$ cat config.mk
export PLATFORM = sky130hd
export DESIGN_NAME = i2s_transmitter_flat
export DESIGN_NICKNAME = d
export VERILOG_FILES = /design/src/rtl/i2s_tx_if.sv /design/src/rtl/i2s_transmitter.sv /design/src/flat_wrapper.sv
export SDC_FILE = /design/constraint.sdc
export NUM_CORES = 1
export LEC_CHECK = 0
export BUFFER_PORTS_ARGS = -buffer_cell sky130_fd_sc_hd__buf_2
export CORE_MARGIN = 2
export CORE_UTILIZATION = 40
export CTS_CLUSTER_SIZE = 24
export DETAILED_ROUTE_END_ITERATION = 12
export GPL_ROUTABILITY_DRIVEN = 0
export GPL_TIMING_DRIVEN = 1
export PLACE_DENSITY = 0.65
export SLEW_MARGIN = 20
export SYNTH_ARGS = -nofsm -noshare
export SYNTH_HDL_FRONTEND = slang
export SYNTH_SLANG_ARGS = --single-unit
export TNS_END_PERCENT = 30
$ cat constraint.sdc
create_clock -name sclk -period 2.2 [get_ports sclk]
set_clock_uncertainty 0.05 [all_clocks]
set_input_delay 0.11 -clock sclk [delete_from_list [all_inputs] [get_ports sclk]]
set_output_delay 0.11 -clock sclk [all_outputs]
set_load 0.03 [all_outputs]
$ cat src/rtl/i2s_tx_if.sv
// Upstream sample-pair handshake into the I2S transmitter holding buffer.
interface i2s_tx_if #(
  parameter int DATA_WIDTH = 24
);
  logic [DATA_WIDTH-1:0] din_left;
  logic [DATA_WIDTH-1:0] din_right;
  logic                  din_valid;
  logic                  din_ready;

  modport master (output din_left, output din_right, output din_valid, input din_ready);
  modport slave  (input din_left, input din_right, input din_valid, output din_ready);
endinterface

$ cat src/rtl/i2s_transmitter.sv
// Standard I2S serialiser: stereo pair from a one-entry holding buffer, MSB first,
// one-bit delay after each externally driven LRCLK transition.
module i2s_transmitter #(
  parameter int DATA_WIDTH = 24
) (
  input  logic     sclk,
  input  logic     rst,
  input  logic     lrclk,
  i2s_tx_if.slave  up,
  output logic     sdout,
  output logic     frame_start,
  output logic     underrun
);
  localparam int CW = $clog2(DATA_WIDTH);

  typedef enum logic {IDLE, SHIFT} state_t;

  state_t                state_q, state_d;
  logic                  prev_lr;
  logic [CW-1:0]         cnt_q, cnt_d;
  logic [DATA_WIDTH-1:0] hold_l, hold_r, act_l, act_r, act_l_d, act_r_d;
  logic                  hold_full, hold_clr;
  logic                  sdout_d, fs_d, ur_d;
  logic                  lr_edge, fall, accept;

  assign lr_edge     = lrclk ^ prev_lr;
  assign fall        = lr_edge & ~lrclk;
  assign up.din_ready = ~hold_full & ~rst;
  assign accept      = up.din_valid & up.din_ready;

  always_comb begin
    state_d  = state_q;
    cnt_d    = cnt_q;
    sdout_d  = 1'b0;
    fs_d     = 1'b0;
    ur_d     = 1'b0;
    hold_clr = 1'b0;
    act_l_d  = act_l;
    act_r_d  = act_r;
    if (lr_edge) begin
      // Any edge restarts serialisation, truncating a word still in flight.
      state_d = SHIFT;
      cnt_d   = CW'(DATA_WIDTH - 2);
      if (fall) begin
        fs_d = 1'b1;
        if (hold_full) begin
          act_l_d  = hold_l;
          act_r_d  = hold_r;
          hold_clr = 1'b1;
        end else begin
          act_l_d = '0;
          act_r_d = '0;
          ur_d    = 1'b1;
        end
        sdout_d = act_l_d[DATA_WIDTH-1];
      end else begin
        sdout_d = act_r[DATA_WIDTH-1];
      end
    end else if (state_q == SHIFT) begin
      sdout_d = lrclk ? act_r[cnt_q] : act_l[cnt_q];
      if (cnt_q == '0) state_d = IDLE;
      else             cnt_d   = cnt_q - CW'(1);
    end
  end

  always_ff @(posedge sclk) begin
    if (rst) begin
      state_q     <= IDLE;
      prev_lr     <= lrclk;
      cnt_q       <= '0;
      sdout       <= 1'b0;
      frame_start <= 1'b0;
      underrun    <= 1'b0;
      act_l       <= '0;
      act_r       <= '0;
      hold_l      <= '0;
      hold_r      <= '0;
      hold_full   <= 1'b0;
    end else begin
      state_q     <= state_d;
      prev_lr     <= lrclk;
      cnt_q       <= cnt_d;
      sdout       <= sdout_d;
      frame_start <= fs_d;
      underrun    <= ur_d;
      act_l       <= act_l_d;
      act_r       <= act_r_d;
      // A same-cycle accept only fills the buffer; the starting slot saw it empty.
      if (accept) begin
        hold_l    <= up.din_left;
        hold_r    <= up.din_right;
        hold_full <= 1'b1;
      end else if (hold_clr) begin
        hold_full <= 1'b0;
      end
    end
  end
endmodule

$ cat src/flat_wrapper.sv
// flat-port wrapper written by rule: the top's interface ports become plain ports
module i2s_transmitter_flat 
#(
  parameter int DATA_WIDTH = 24
)
  (sclk, rst, lrclk, sdout, frame_start, underrun, up_din_left, up_din_right, up_din_valid, up_din_ready);
  i2s_tx_if #(.DATA_WIDTH(DATA_WIDTH)) up_i ();
  input  logic sclk;
  input  logic rst;
  input  logic lrclk;
  output logic sdout;
  output logic frame_start;
  output logic underrun;
  input wire logic [$bits(up_i.din_left)-1:0] up_din_left;
  input wire logic [$bits(up_i.din_right)-1:0] up_din_right;
  input wire logic [$bits(up_i.din_valid)-1:0] up_din_valid;
  output wire logic [$bits(up_i.din_ready)-1:0] up_din_ready;
  assign up_i.din_left = up_din_left;
  assign up_i.din_right = up_din_right;
  assign up_i.din_valid = up_din_valid;
  assign up_din_ready = up_i.din_ready;
  i2s_transmitter #(.DATA_WIDTH(DATA_WIDTH)) u_core (.sclk(sclk), .rst(rst), .lrclk(lrclk), .up(up_i), .sdout(sdout), .frame_start(frame_start), .underrun(underrun));
endmodule
==> reports/results.ini, run 1 <==
[synthesis]
yosysTopAreaCell=dfxtp_1
async_reset_ff_share_pct=0
synth.net_count=575
synth_edf_count=0
netlist_top_cells_area=dfxtp_1 48%, nand2b_1 7.2%, nor2b_1 7.2%
synth_top_area_share_pct=48.3
synthesis.area_um2=4440
synth-main-ff-cell=dfxtp_1
yosys_warnings=0
ys_ff_latch=107
synth-seq-area-share_pct=48.3
synthCells=520
synthDistinctLibCells=37
synth_area_per_cell_um2=8.53

[clocking]
clock_sinks=107
cts_tree=yes
htree_levels=3
post_cts_buffers=0
clockRootBuffer=clkbuf_8
cts_buffers=9
path_clk_slew_ps=100
clkLatencyLatePin_ps=360
cts_buffer_depth=2

[timing]
slew_violations=0
max_slew.worst_pin.slew_ps=904
period_share_pct=87.7
fmax_ghz=0.518
period_minus_slack_ps=1930
max-slew-margin-rel_pct=39.8
rsz0062_at_grt=no
setup_viol=0
setup_tns_ps=0
hold_viol_final=0

[pwr]
p_seq_share_pct=55.8
powerDensity_nw_per_um2=681
swShare_pct=24.5
leakage_nw=2.14
p_switching_w=0.000915
peakVddDrop_mv=0.390
power_frac_comb_pct=11.1
p_int_w=0.00283
power_w=0.00374
power_frac_clock_pct=33.1

[detailed_routing]
top_layer=met4
vias=3596
wl_met2_mm=3.93
drc=0
wire_per_inst_um=11.8
antenna_violating_nets_post_route=0
first_pass_iters=4
drt_iter0_drc=141
vias_per_cell=4.78
routed-wl-met3_um=315
wl_met1_mm=4.56
wirelength_mm=8.92

[min_path]
min_path_cells=3
min_path_type=in -> reg

[global_route]
grt_pass1_wl_mm=15.1
antenna_found_initial=0
track_usage_pct=15.6
grt-ovfl-total=0
grt_max_degree=106
grt_pass1_vias=3250

[layout]
diodes=0
fin_nets=663
final_layout_size_suffix_gt1_share_pct=14.5
area_delta_synth_final_pct=23.9

[outcome]
outcome=finished, final reports clean

[critical_path]
r2r_cells=6
crit_type=reg -> reg
cp.required_ps=2410
crit_fanout=16
end_kind=flip-flop
startpoint_type=flip-flop
worstPathArrival_ps=2140

[die]
dieArea_um2=12000
fp.dieH_um=109
coreArea_um2=10800
pin_count=56
initial_utilization_pct=40.9
num_rows=38
die_x_um=109

[job]
drv_cap=0

[place]
dpl.hpwl_mm=5.63
portBuffers=55

## power groups by stage
stage / logic, W / clock network, W / registers [W]
global route: 0.000465 / 0.00135 / 0.00210
CTS: 0.000416 / 0.00127 / 0.00209
finish: 0.000414 / 0.00124 / 0.00209
global placement: 0.000338 / 0 / 0.00213
detailed placement: 0.000347 / 0 / 0.00213
floorplan: 0.000263 / 0 / 0.00211
## worst max-delay path, cell delays in order (launching register included)
cell       delay (ps)
dfxtp_1           670
nor2_1            130
a2111oi_0         450
nand3_1           150
nand4_1            90
a41oi_1            60
o41ai_2           240
## Yosys cell counts (5+ instances only)
cell type / number
nand2b_1: 51
inv_1: 6
o21ai_0: 50
a21oi_1: 53
nand2_1: 55
mux2i_1: 13
nor2_1: 53
clkbuf_1: 27
nand3_1: 6
nor2b_1: 51
dfxtp_1: 107
mux2_2: 5
## state kept, by name (all words and copies together), names as in the netlist
name	cells
u_core.act_l	24
u_core.prev_lr	1
u_core.cnt_q	5
u_core.frame_start	1
u_core.state_q	1
u_core.hold_full	1
u_core.hold_r	24
u_core.hold_l	24
u_core.act_r	24
u_core.sdout	1
u_core.underrun	1
## final timing paths
kind,from,endpoint,slack (ps)
setup / recovery,u_core.cnt_q[2],u_core.sdout,270
hold / removal,rst,u_core.underrun,30
setup reg to reg,u_core.cnt_q[2],u_core.sdout,270
hold reg to reg,u_core.hold_r[6],u_core.hold_r[6],430
## area by class of cell
type                            count  area (µm²)
Sequential cell                   107        2140
Multi-Input combinational cell    370        2100
Clock inverter                      5        60.1
Timing Repair Buffer              114         843
Clock buffer                       11         151
Tap cell                          140         175
Fill cell                        1050        5340
Inverter                            6        22.5
## through the flow
step                hold slack, ps  instances  worst slack, ps  util [%]  area, µm²
finish                        25.7        753              271      50.7       5500
detailed placement             258        687              302      44.1       4790
floorplan                     87.7        520              319         -       4440
global route                  45.0        753             99.0      50.7       5500
CTS                           10.7        753              291      50.7       5500
global placement               255        687              383      44.1       4790
## cells in the final DEF, fill, tap and decap left out, types with 2 or more instances in the layout
cell type      instances
a2111oi_0              4
a21oi_1               53
a22oi_1                3
and2_1                 3
buf_2                 55
buf_4                  9
clkbuf_8              11
dfxtp_1              107
dlygate4sd3_1         50
ha_1                   3
inv_1                  6
mux2_2                 5
mux2i_1               13
mux4_2                 2
nand2_1               55
nand2b_1              51
nand3_1                6
nor2_1                53
nor2b_1               51
o21ai_0               50
o311ai_1               2
xnor2_1                2
## layer usage
metal	global-route usage, %	vias up
met5	0	-
met4	4.61	0
met3	3.38	8
met2	25.0	60
met1	21.3	1624
li1	-	1904
## cells by family (layout without fill, tap and decap cells)
group | Yosys count | count (layout) | synth area share [%]
and+or+nand+nor | 224 | 224 | 25.4
AOI/OAI and AO/OA | 119 | 119 | 14.8
DFF | 107 | 107 | 48.3
buffers and inverters | 43 | 136 | 4.34
muxes | 21 | 21 | 5.81
adders and majority gates | 3 | 3 | 0.846
xor gates and xnor gates | 3 | 3 | 0.592
## repair_timing
action | in CTS | in global routing
setup endpoints to repair | 0 | 0
gates resized for setup | 0 | 0
hold buffers | 50 | 0
hold endpoints to repair | 50 | 0
Power figures use the tool's default switching activity.
==> run 2: changes to the inputs <==
- CORE_UTILIZATION: 40 -> 39
- PLACE_DENSITY: 0.65 -> 0.63
==> reports/results.ini, run 2 (synthesis results as in run 1) <==
[timing]
fmax_ghz=0.547  ; +5.6%
setup_viol=0  ; unchanged
max-slew-margin-rel_pct=64.1  ; +24 points
setup_tns_ps=0  ; unchanged
timing.hold.ws_ps=43.8  ; +18.2 ps
max_slew.worst_pin.slew_ps=537  ; -366 ps
rsz0062_at_grt=no
slew_violations=0  ; unchanged
period_minus_slack_ps=1830  ; -103 ps
hold_viol_final=0  ; unchanged
period_share_pct=83.0  ; -4.7 points

[clocking]
cts_resized=0  ; unchanged
htree_levels=3  ; unchanged
path_clk_slew_ps=60  ; -40 ps
clock_sinks=107  ; unchanged
clockRootBuffer=clkbuf_16
cts_buffers=9  ; unchanged
cts_buffer_depth=2  ; unchanged
cts_tree=yes
clkLatencyLatePin_ps=330  ; -30 ps

[critical_path]
r2r_start=u_core.cnt_q[0]
crit_chain=buf_4, mux2i_1, a2111oi_0, o311ai_1, nand4_1, a41oi_1, o41ai_2
slowest_stage=a2111oi_0
cp_top_family=compound AO/OA/AOI/OAI gates
startpoint_type=flip-flop
slowest_delay_ps=430  ; -240 ps
r2r_end=u_core.sdout
crit_fanout=12  ; -4
worstPathArrival_ps=2020  ; -120 ps
crit_buf_inv=1  ; +1
r2r_cells=7  ; +1
crit_type=reg -> reg
reg2reg_setup_slack_ps=370  ; +100 ps
cp.required_ps=2390  ; -20 ps
end_kind=flip-flop

[pwr]
power_w=0.00394  ; +5.3%
leakage_nw=2.16  ; +0.65%
peakVddDrop_mv=0.448  ; +15%
powerDensity_nw_per_um2=711  ; +4.4%

[layout]
diodes=0  ; unchanged
final_layout_size_suffix_gt1_share_pct=14.0  ; -0.56 points
area_delta_synth_final_pct=25.0
fin_nets=662  ; -0.15%
fin_area_um2=5550  ; +0.89%
final_common_cell=dfxtp_1
fillers=1038  ; -1.1%
mostFrequentLayoutCells=107 x dfxtp_1, 55 x nand2_1, 55 x buf_2

[die]
fp.dieH_um=111  ; +1.2%
die_x_um=111  ; +1.2%
initial_utilization_pct=40.4  ; -0.53 points
dieArea_um2=12200  ; +2.5%
pin_count=56  ; unchanged
num_rows=38  ; unchanged
coreArea_um2=11000  ; +1.3%

[place]
place_area_um2=4800  ; +0.26%
portBuffers=55  ; unchanged
dpl.hpwl_mm=5.82  ; +3.4%

[outcome]
outcome=finished, final reports clean

[global_route]
grt_pass1_vias=3541  ; +9.0%
track_usage_pct=15.2  ; -0.42 points
antenna_found_initial=0  ; unchanged
grt_max_degree=106  ; unchanged
grt_pass1_wl_mm=15.9  ; +5.0%
grt-ovfl-total=0  ; unchanged

[detailed_routing]
wirelength_mm=9.23  ; +3.5%
wire_per_inst_um=12.3  ; +4.0%
vias=3609  ; +0.36%
vias_per_cell=4.82  ; +0.90%
drc=0  ; unchanged
antenna_violating_nets_post_route=0  ; unchanged
first_pass_iters=4  ; unchanged
drt_iter0_drc=143  ; +1.4%

[job]
drv_cap=0  ; unchanged

[min_path]
min_path_type=in -> reg
hp-start=up_din_valid
min_path_cells=3  ; unchanged
worstHoldEndpoint=u_core.hold_full

run 2: worst max path at each step:
stage                     startpoint                end  slack (ps)  depth (start not counted)
floorplan           u_core.hold_full  u_core.hold_r[21]         320                          7
global placement     u_core.cnt_q[0]       u_core.sdout         450                          6
detailed placement   u_core.cnt_q[0]       u_core.sdout         390                          6
CTS                  u_core.cnt_q[0]       u_core.sdout         380                          7
global route         u_core.cnt_q[2]       u_core.sdout         150                          6
finish               u_core.cnt_q[0]       u_core.sdout         370                          7
run 2: final cells by class:
class	count	area [µm²]	share of cell area, %
flip-flops and latches	107	2140	38.6
multi-input cells	370	2100	37.9
repair buffers	113	846	15.2
clock buffers	11	243	4.38
well taps	140	175	3.16
inverters	6	22.5	0.406
clock inverters	2	15.0	0.271
run 2: repair_timing:
item                                   4_1_cts  5_1_grt
setup buffers                                0        0
setup endpoints to repair                    0        0
endpoints found under the hold margin       49        0
hold buffers                                49        0
run 2: worst reg2reg max path: cells and delay by family (launching register included):
family / cells / cell delay [ps]
compound gates: 4 / 860
buf+inv: 1 / 240
flops: 1 / 340
simple gates: 1 / 130
mux: 1 / 130
run 2: per-stage QoR:
stage          utilization (%)  instances  worst slack [ps]
2_1_floorplan                -        520               319
3_3_place_gp              43.7        687               449
3_5_place_dp              43.7        687               392
4_1_cts                   50.5        749               376
5_1_grt                   50.5        749               148
6_report                  50.5        749               373
run 2: power by group:
| part | internal (W) | leakage [nW] | switching, W | total (W) |
|---|---|---|---|---|
| Sequential | 0.00202 | 0.874 | 0.0000675 | 0.00209 |
| Clock | 0.000780 | 0.120 | 0.000653 | 0.00143 |
| Combinational | 0.000212 | 1.16 | 0.000205 | 0.000417 |
run 2: routing by layer:
layer  vias to the layer above  wire (µm)  track usage (%)
li1                       1893          -                -
met1                      1641       4670             19.9
met2                        63       4140             24.9
met3                        12        309             4.10
met4                         0        115             4.00
met5                         -          0                0
==> run 3: changes to the inputs <==
- PLACE_DENSITY: 0.63 -> 0.66
- clock period: 2.2 -> 1.5 ns (I/O delays scaled with it)
==> reports/results.ini, run 3 (synthesis results as in run 1) <==
[layout]
mostFrequentLayoutCells=105 x dfxtp_1, 55 x buf_2, 54 x nand2_1
area_delta_synth_final_pct=32.6
utilization_pct=53.6  ; +3.1 points
fillers=1013  ; -2.4%
fin_nets=680  ; +2.7%
fin_area_um2=5880  ; +6.1%
final_common_cell=dfxtp_1
multi_input_area_um2=2180  ; +3.9%
diodes=0  ; unchanged
seqCellArea_um2=2140  ; +0.12%
final_layout_size_suffix_gt1_share_pct=18.6  ; +4.6 points

[critical_path]
worstPathArrival_ps=1850  ; -170 ps
crit_fanout=16  ; +4
cp.required_ps=1680  ; -710 ps
crit_type=reg -> reg
crit_chain=buf_12, mux2_2, a221oi_1, nand2_1, a41oi_2, o41ai_2
end_kind=flip-flop
slowest_delay_ps=350  ; -80 ps
startpoint_type=flip-flop
slowest_stage=dfxtp_2

[place]
portBuffers=55  ; unchanged
place_area_um2=4970  ; +3.6%
dpl.hpwl_mm=6.06  ; +4.1%

[clocking]
clock_sinks=107  ; unchanged
htree_levels=3  ; unchanged
path_clk_slew_ps=70  ; about the same
cts_buffers=9  ; unchanged
clkLatencyLatePin_ps=340  ; about the same
clockRootBuffer=clkbuf_16
cts_buffer_depth=2  ; unchanged
cts_tree=yes

[die]
coreArea_um2=11000  ; unchanged
dieArea_um2=12200  ; unchanged
pin_count=56  ; unchanged
die_x_um=111  ; unchanged
fp.dieH_um=111  ; unchanged
initial_utilization_pct=40.4  ; unchanged
num_rows=38  ; unchanged

[timing]
period_minus_slack_ps=1670  ; -153 ps
setup_viol=4  ; +4
worst_slack_ps=-174  ; -547 ps
max_slew.worst_pin.slew_ps=363  ; -174 ps
fmax_ghz=0.597  ; +9.1%
max-slew-margin-rel_pct=75.2  ; +11 points
rsz0062_at_grt=yes
setup_tns_ps=-401  ; -401 ps
slew_violations=0  ; unchanged
hold_viol_final=0  ; unchanged
period_share_pct=112  ; +29 points

[detailed_routing]
drt_iter0_drc=150  ; +4.9%
wire_per_inst_um=12.3  ; about the same
first_pass_iters=4  ; unchanged
vias=3673  ; +1.8%
drc=0  ; unchanged
vias_per_cell=4.78  ; -0.87%
wirelength_mm=9.49  ; +2.7%
antenna_violating_nets_post_route=0  ; unchanged

[global_route]
grt_pass1_wl_mm=16.4  ; +3.5%
grt_pass1_vias=3652  ; +3.1%
grt_max_degree=78  ; -26%
antenna_found_initial=0  ; unchanged
track_usage_pct=15.9  ; +0.70 points
grt-ovfl-total=0  ; unchanged

[pwr]
powerDensity_nw_per_um2=1070  ; +51%
peakVddDrop_mv=0.639  ; +43%
leakage_nw=2.30  ; +6.9%

[job]
drv_cap=0  ; unchanged

[outcome]
outcome=complete, but fails checks
violations=setup timing

[min_path]
min_path_type=in -> reg

run 3: worst paths after layout:
kind,from,endpoint,slack [ps],depth (start not counted)
hold reg to reg,u_core.hold_l[16],u_core.hold_l[16],430,2
setup / recovery,u_core.cnt_q[0],u_core.sdout,-170,6
hold / removal,rst,u_core.underrun,80,3
setup reg to reg,u_core.cnt_q[0],u_core.sdout,-170,6
run 3: report_power, final:
group	internal [W]	switching (W)
Combinational	0.000402	0.000355
Sequential	0.00297	0.0000924
Clock	0.00150	0.000982
run 3: metrics by stage:
stage,hold WS (ps),std cells,power (W),setup slack (ps)
6_report,78.0,769,0.00630,-174
5_1_grt,74.3,769,0.00657,-305
4_1_cts,74.6,769,0.00634,-182
3_5_place_dp,224,700,0.00372,-279
3_3_place_gp,218,700,0.00371,-183
2_1_floorplan,52.7,520,0.00349,-133
run 3: critical path, delay by kind of cell, from the launching register on:
family	cells	cell delay, ps
buffers and inverters	1	150
muxes	1	340
and+or+nand+nor	1	100
DFF	1	350
AOI/OAI and AO/OA	3	550
run 3: layout make-up:
type                    instances  area share [%]
clock buffers                  11            4.13
multi-input cells             370            37.1
well taps                     140            2.98
inverters                       6           0.425
flip-flops and latches        107            36.4
repair buffers                131            17.6
clock inverters                 4            1.28
run 3: timing repair:
item / in CTS / in global routing
buffers inserted: 4 / 0
endpoints found under the hold margin: 50 / 0
pin swaps: 3 / 0
hold buffers: 50 / 0
endpoints found under the setup margin: 4 / 6
gates resized for setup: 12 / 5
run 3: per-layer routing:
| layer | up-vias | wire (µm) | track usage [%] |
|---|---|---|---|
| met5 | - | 0 | 0 |
| met4 | 0 | 132 | 5.50 |
| met3 | 10 | 269 | 3.66 |
| met2 | 56 | 4400 | 26.4 |
| met1 | 1676 | 4690 | 20.4 |
| li1 | 1931 | - | - |
